$ cat src/rtl/uart_tx_arbiter_if.sv
// Byte-stream requester bus and transmitter start/busy/done handshake for uart_tx_arbiter.
// The master modport is the arbiter side; slave is the requesters plus TX engine.
interface uart_tx_arbiter_if #(
  parameter int unsigned NUM_REQ = 4
) ();
  logic [NUM_REQ-1:0]   req_valid;
  logic [8*NUM_REQ-1:0] req_data;
  logic [NUM_REQ-1:0]   req_last;
  logic [NUM_REQ-1:0]   req_ready;
  logic                 tx_start;
  logic [7:0]           tx_data;
  logic                 tx_busy;
  logic                 tx_done;

  modport master (
    input  req_valid, req_data, req_last, tx_busy, tx_done,
    output req_ready, tx_start, tx_data
  );

  modport slave (
    output req_valid, req_data, req_last, tx_busy, tx_done,
    input  req_ready, tx_start, tx_data
  );
endinterface

$ cat src/rtl/uart_tx_arbiter.sv
// Round-robin arbiter sharing one UART transmitter between NUM_REQ byte streams.
// The grant is held across a packet until req_last, with an optional stall timeout.
module uart_tx_arbiter #(
  parameter int unsigned  NUM_REQ      = 4,
  parameter int unsigned  LOCK_TIMEOUT = 1024,
  localparam int unsigned ID_WIDTH     = (NUM_REQ > 1) ? $clog2(NUM_REQ) : 1
) (
  input  logic                clock,
  input  logic                reset_n,
  uart_tx_arbiter_if.master   bus,
  output logic [ID_WIDTH-1:0] grant_id,
  output logic                lock_active,
  output logic                timeout_pulse
);

  localparam int unsigned CNT_WIDTH = (LOCK_TIMEOUT == 0) ? 1 : $clog2(LOCK_TIMEOUT + 1);
  localparam logic [CNT_WIDTH-1:0] CNT_LAST =
      CNT_WIDTH'((LOCK_TIMEOUT == 0) ? 0 : LOCK_TIMEOUT - 1);
  localparam logic [ID_WIDTH-1:0] ID_MAX = ID_WIDTH'(NUM_REQ - 1);

  typedef enum logic [1:0] {StIdle, StIssue, StWaitDone} state_e;

  state_e               state_q, state_d;
  logic [ID_WIDTH-1:0]  rr_q, rr_d;
  logic [ID_WIDTH-1:0]  grant_q, grant_d;
  logic                 lock_q, lock_d;
  logic                 last_q, last_d;
  logic                 pulse_q, pulse_d;
  logic [7:0]           data_q, data_d;
  logic [CNT_WIDTH-1:0] cnt_q, cnt_d;

  logic                 sel_found;
  logic [ID_WIDTH-1:0]  sel_idx;
  logic [7:0]           sel_data;
  logic                 sel_last;
  logic [ID_WIDTH-1:0]  next_id;
  logic [NUM_REQ-1:0]   ready;
  logic                 start;

  // Offsets are walked high to low so the requester closest to rr_q wins.
  always_comb begin : arbitrate
    int unsigned idx;
    idx       = 0;
    sel_found = 1'b0;
    sel_idx   = grant_q;
    if (lock_q) begin
      sel_found = bus.req_valid[grant_q];
    end else begin
      for (int k = NUM_REQ - 1; k >= 0; k--) begin
        idx = int'(rr_q) + k;
        if (idx >= NUM_REQ) idx = idx - NUM_REQ;
        if (bus.req_valid[ID_WIDTH'(idx)]) begin
          sel_found = 1'b1;
          sel_idx   = ID_WIDTH'(idx);
        end
      end
    end
  end

  always_comb begin
    sel_data = 8'h00;
    sel_last = 1'b0;
    ready    = '0;
    for (int i = 0; i < NUM_REQ; i++) begin
      if (sel_idx == ID_WIDTH'(i)) begin
        sel_data = bus.req_data[8*i +: 8];
        sel_last = bus.req_last[i];
        ready[i] = reset_n && (state_q == StIdle) && sel_found;
      end
    end
  end

  assign next_id = (grant_q == ID_MAX) ? '0 : grant_q + 1'b1;

  always_comb begin
    state_d = state_q;
    rr_d    = rr_q;
    grant_d = grant_q;
    lock_d  = lock_q;
    last_d  = last_q;
    data_d  = data_q;
    cnt_d   = cnt_q;
    pulse_d = 1'b0;
    start   = 1'b0;
    case (state_q)
      StIdle: begin
        if (sel_found) begin
          data_d  = sel_data;
          grant_d = sel_idx;
          last_d  = sel_last;
          lock_d  = 1'b1;
          cnt_d   = '0;
          state_d = StIssue;
        end else if (lock_q && (LOCK_TIMEOUT != 0)) begin
          if (cnt_q == CNT_LAST) begin
            lock_d  = 1'b0;
            rr_d    = next_id;
            pulse_d = 1'b1;
            cnt_d   = '0;
          end else if (cnt_q != '1) begin
            cnt_d = cnt_q + 1'b1;
          end
        end
      end
      StIssue: begin
        if (!bus.tx_busy) begin
          start   = 1'b1;
          state_d = StWaitDone;
        end
      end
      StWaitDone: begin
        if (bus.tx_done) begin
          state_d = StIdle;
          if (last_q) begin
            lock_d = 1'b0;
            rr_d   = next_id;
          end
        end
      end
      default: state_d = StIdle;
    endcase
  end

  always_ff @(posedge clock or negedge reset_n) begin
    if (!reset_n) begin
      state_q <= StIdle;
      rr_q    <= '0;
      grant_q <= '0;
      lock_q  <= 1'b0;
      last_q  <= 1'b0;
      pulse_q <= 1'b0;
      data_q  <= 8'h00;
      cnt_q   <= '0;
    end else begin
      state_q <= state_d;
      rr_q    <= rr_d;
      grant_q <= grant_d;
      lock_q  <= lock_d;
      last_q  <= last_d;
      pulse_q <= pulse_d;
      data_q  <= data_d;
      cnt_q   <= cnt_d;
    end
  end

  assign bus.req_ready  = ready;
  assign bus.tx_start   = start;
  assign bus.tx_data    = data_q;
  assign grant_id       = grant_q;
  assign lock_active    = lock_q;
  assign timeout_pulse  = pulse_q;

endmodule

$ cat src/flat_wrapper.sv
// flat-port wrapper written by rule: the top's interface ports become plain ports
module uart_tx_arbiter_flat 
#(
  parameter int unsigned  NUM_REQ      = 4,
  parameter int unsigned  LOCK_TIMEOUT = 1024,
  localparam int unsigned ID_WIDTH     = (NUM_REQ > 1) ? $clog2(NUM_REQ) : 1
)
  (clock, reset_n, grant_id, lock_active, timeout_pulse, bus_req_valid, bus_req_data, bus_req_last, bus_tx_busy, bus_tx_done, bus_req_ready, bus_tx_start, bus_tx_data);
  uart_tx_arbiter_if #(.NUM_REQ(NUM_REQ)) bus_i ();
  input  logic clock;
  input  logic reset_n;
  output logic [ID_WIDTH-1:0] grant_id;
  output logic lock_active;
  output logic timeout_pulse;
  input wire logic [$bits(bus_i.req_valid)-1:0] bus_req_valid;
  input wire logic [$bits(bus_i.req_data)-1:0] bus_req_data;
  input wire logic [$bits(bus_i.req_last)-1:0] bus_req_last;
  input wire logic [$bits(bus_i.tx_busy)-1:0] bus_tx_busy;
  input wire logic [$bits(bus_i.tx_done)-1:0] bus_tx_done;
  output wire logic [$bits(bus_i.req_ready)-1:0] bus_req_ready;
  output wire logic [$bits(bus_i.tx_start)-1:0] bus_tx_start;
  output wire logic [$bits(bus_i.tx_data)-1:0] bus_tx_data;
  assign bus_i.req_valid = bus_req_valid;
  assign bus_i.req_data = bus_req_data;
  assign bus_i.req_last = bus_req_last;
  assign bus_i.tx_busy = bus_tx_busy;
  assign bus_i.tx_done = bus_tx_done;
  assign bus_req_ready = bus_i.req_ready;
  assign bus_tx_start = bus_i.tx_start;
  assign bus_tx_data = bus_i.tx_data;
  uart_tx_arbiter #(.NUM_REQ(NUM_REQ), .LOCK_TIMEOUT(LOCK_TIMEOUT)) u_core (.clock(clock), .reset_n(reset_n), .bus(bus_i), .grant_id(grant_id), .lock_active(lock_active), .timeout_pulse(timeout_pulse));
endmodule
$ cat config.mk
export PLATFORM = sky130hd
export DESIGN_NAME = uart_tx_arbiter_flat
export DESIGN_NICKNAME = d
export VERILOG_FILES = /design/src/rtl/uart_tx_arbiter_if.sv /design/src/rtl/uart_tx_arbiter.sv /design/src/flat_wrapper.sv
export SDC_FILE = /design/constraint.sdc
export NUM_CORES = 1
export LEC_CHECK = 0
export CAP_MARGIN = 5
export CORE_UTILIZATION = 40
export CTS_CLUSTER_DIAMETER = 100
export CTS_CLUSTER_SIZE = 40
export DETAILED_ROUTE_END_ITERATION = 8
export HOLD_SLACK_MARGIN = 0.08
export PLACE_DENSITY_LB_ADDON = 0.1
export SETUP_SLACK_MARGIN = 0.1
export SLEW_MARGIN = 20
export SYNTH_ARGS = -nofsm -noshare
export SYNTH_HDL_FRONTEND = slang
export SYNTH_SLANG_ARGS = --single-unit
$ cat constraint.sdc
create_clock -name clock -period 7.7 [get_ports clock]
set_input_delay 1.925 -clock clock [delete_from_list [all_inputs] [get_ports clock]]
set_output_delay 1.925 -clock clock [all_outputs]
set_load 0.05 [all_outputs]
==> key figures <==
Die
  – Row count: 27
  – Floorplan Core Area: 5470 sq um
  – DIE WIDTH: 77.2 microns
  – Die height: 77.2 microns
  – I/O pin count: 61
  – Die area: 5950 sq um
  – Initial Util: 41.3%

Yosys
  – Sequential area share after synthesis: 31.0%
  – Top cell type by total area after synthesis: dfrtp_1
  – Synth Area per Inst: 8.86 sq um
  – Ys Warns: 0
  – Most common cell in the synthesized netlist: nor2_1
  – Synth area leaders: dfrtp_1 31%, mux2i_1 13%, nor2_1 6.6%, a221o_1 4.0%, a2111oi_0 3.9%
  – Mapped Nets: 301
  – Yosys reg bits: 28
  – EDFF count, synth: 0
  – Top FF cell, synth: dfrtp_1
  – Synth cell count leaders: 40 x nor2_1, 29 x mux2i_1, 28 x dfrtp_1
  – Async S/R FF share, synth: 100%
  – Count of cell types in the netlist: 47
  – Cells after synthesis: 255
  – Post-synth top area share: 31.0%
  – Cell area after synthesis: 2260 sq um

Setup path
  – Maximum fanout along the worst path: 14
  – Reg-to-reg slack, setup: 4.45 ns
  – Reg2Reg Depth: 7
  – Critical path origin: bus_req_valid[2]
  – Worst setup SP type: input port
  – WP data arrival: 5.15 ns
  – CP endpoint kind: output port
  – Setup CP Type: input port to output port
  – Setup crit end: bus_req_ready[0]
  – WP data required: 5.78 ns
  – Reg2reg start: u_core.rr_q[0]
  – Reg2reg end: u_core.bus.tx_data[2]

Cells and area
  – Ant diodes: 0
  – Final Util: 53.5%
  – Share of cells above drive strength 1: 7.28%
  – Reg area: 701 sq um
  – Multi-input gate area: 1440 sq um
  – Synth-to-Final Area Change: 29.6%
  – Post-Layout Inst Area: 2930 sq um
  – # nets final: 350
  – Filler cell count: 549

Hold path
  – Hold Path Class: flop to flop

Global routing
  – Largest net degree at the start of global routing: 24
  – Initial antenna violation count: 0
  – Number of global-route vias before repair: 2054
  – Grt ovf: 0
  – GRT met1 Usage: 28.4%
  – M3 GR Usage: 5.48%
  – Met2 GRT Util: 32.4%
  – GR Util All Layers: 20.3%
  – First-pass GRT wire length: 9.84 mm
  – Most crowded layer after global routing: met2

Clock network
  – Clock root buffer: clkbuf_8
  – Post-CTS sizing: 0
  – Longest Clk Path Bufs: 2
  – CTS sink count: 28
  – # H-tree levels: 1
  – Clock-pin slew on the worst setup and hold paths: 0.09 ns
  – CTS tree: built
  – CTS Buf Count: 3
  – Worst skew pair latency: 0.27 ns
  – Post-CTS Setup Bufs: 0
  – # hold bufs at CTS: 0

Outcome
  – Outcome: finished clean

STA
  – Final max-slew violation count: 0
  – RSZ-0062 raised after global routing: no
  – Fin Hold WS: 0.536 ns
  – Slew margin rel.: 37.5%
  – Final TNS setup: 0 ns
  – Tmin final: 7.08 ns
  – Slew @ Worst Pin: 0.937 ns
  – Fin crit share: 91.9%
  – Hold Fails Final Rpt: 0
  – Max Freq: 141 MHz
  – Worst Skew: 0.00221 ns
  – Setup violations, final: 0

Drt
  – Routed len/inst: 15.4 microns
  – Initial DRC count: 131
  – First-pass DRT Iterations: 4
  – Routed wire length: 5.77 mm
  – Vias after detailed routing: 2160
  – DR vias/cell: 5.78
  – Number of routed nets with antenna violations: 0
  – Drt drc: 0

Run
  – Max cap viols: 0

Place
  – Number of port buffers: 60
  – DP Area: 2890 sq um
  – Post-DP HPWL: 4.20 mm
  – RePlAce Congestion: 0.820

Power
  – Total chip power: 0.00106 W
  – Leak pwr: 1.16 nW
  – Worst IR Drop VDD: 181 uV
  – Power density over cell area: 363 nW/um^2
-- cells in the final DEF (no fill, tap or decap), drive strengths merged, types with 2 or more instances in the layout --
| cell | count |
|---|---|
| nor4 | 4 |
| nor2 | 40 |
| nand4 | 4 |
| nand2 | 11 |
| inv | 5 |
| a31oi | 2 |
| nand3b | 2 |
| nand3 | 6 |
| mux2 | 2 |
| or2 | 3 |
| or3 | 5 |
| dfrtp | 28 |
| clkdlybuf4s50 | 60 |
| and4 | 2 |
| nand2b | 5 |
| o21ai | 10 |
| nor3 | 3 |
| ha | 2 |
| o31ai | 4 |
| a2111oi | 11 |
| mux4 | 3 |
| clkbuf | 3 |
| o211ai | 2 |
| and3 | 4 |
| buf | 5 |
| a221o | 9 |
| a211oi | 12 |
| mux2i | 29 |
| or4 | 2 |
| a21oi | 13 |
-- cells by family after synthesis --
| group | Yosys count | share of synthesized area (%) |
|---|---|---|
| compound gates | 67 | 22.9 |
| xor+xnor | 1 | 0.388 |
| fa+ha+maj | 2 | 1.11 |
| buf+inv | 26 | 5.26 |
| flops | 28 | 31.0 |
| mux | 34 | 16.8 |
| simple gates | 97 | 22.5 |
-- power by group --
part / switching, W / internal (W)
combinational: 0.000406 / 0.000281
clock: 0.0000446 / 0.0000352
sequential: 0.0000997 / 0.000196
total: 0.000550 / 0.000512
-- how the worst min path moves through the flow --
stage | depth (start not counted) | end | slack, ns | from
4_1_cts | 2 | u_core.cnt_q[1] | 0.54 | u_core.cnt_q[1]
6_report | 1 | u_core.cnt_q[0] | 0.54 | u_core.cnt_q[0]
3_3_place_gp | 2 | u_core.cnt_q[1] | 0.50 | u_core.cnt_q[1]
2_1_floorplan | 2 | u_core.cnt_q[1] | 0.47 | u_core.cnt_q[1]
5_1_grt | 1 | u_core.cnt_q[0] | 0.58 | u_core.cnt_q[0]
3_5_place_dp | 2 | u_core.cnt_q[1] | 0.52 | u_core.cnt_q[1]
-- flip-flops by register name (all words and copies together), names as in the netlist --
name / cells
u_core.lock_active: 1
u_core.grant_id: 2
u_core.last_q: 1
u_core.state_q: 2
u_core.timeout_pulse: 1
u_core.rr_q: 2
u_core.cnt_q: 11
u_core.bus.tx_data: 8
-- metal layers --
layer | share of wire, % | vias up
li1 | - | 1073
met1 | 49 | 1022
met2 | 45 | 63
met3 | 6.4 | 2
met4 | 0.17 | 0
met5 | 0 | -
-- worst max-delay path, stage by stage --
cell,delay [ns]
clkdlybuf4s50_1,0.71
mux4_2,0.47
nand2b_4,0.19
a2111oi_4,0.07
a211oi_4,0.70
and3_1,0.27
clkdlybuf4s50_1,0.80
-- stage by stage --
step                setup WS [ns]  cells
floorplan                    1.62    255
global placement            0.650    371
detailed placement          0.613    371
CTS                         0.586    374
global route                0.453    374
finish                      0.624    374
-- layout make-up --
cell class,count,area share [%]
timing repair buffer,65,21.8
multi-input combinational,201,49.2
sequential,28,23.9
tap,72,3.08
clock buffer,3,1.41
inverter,5,0.641
(Power assumes the default switching activity.)
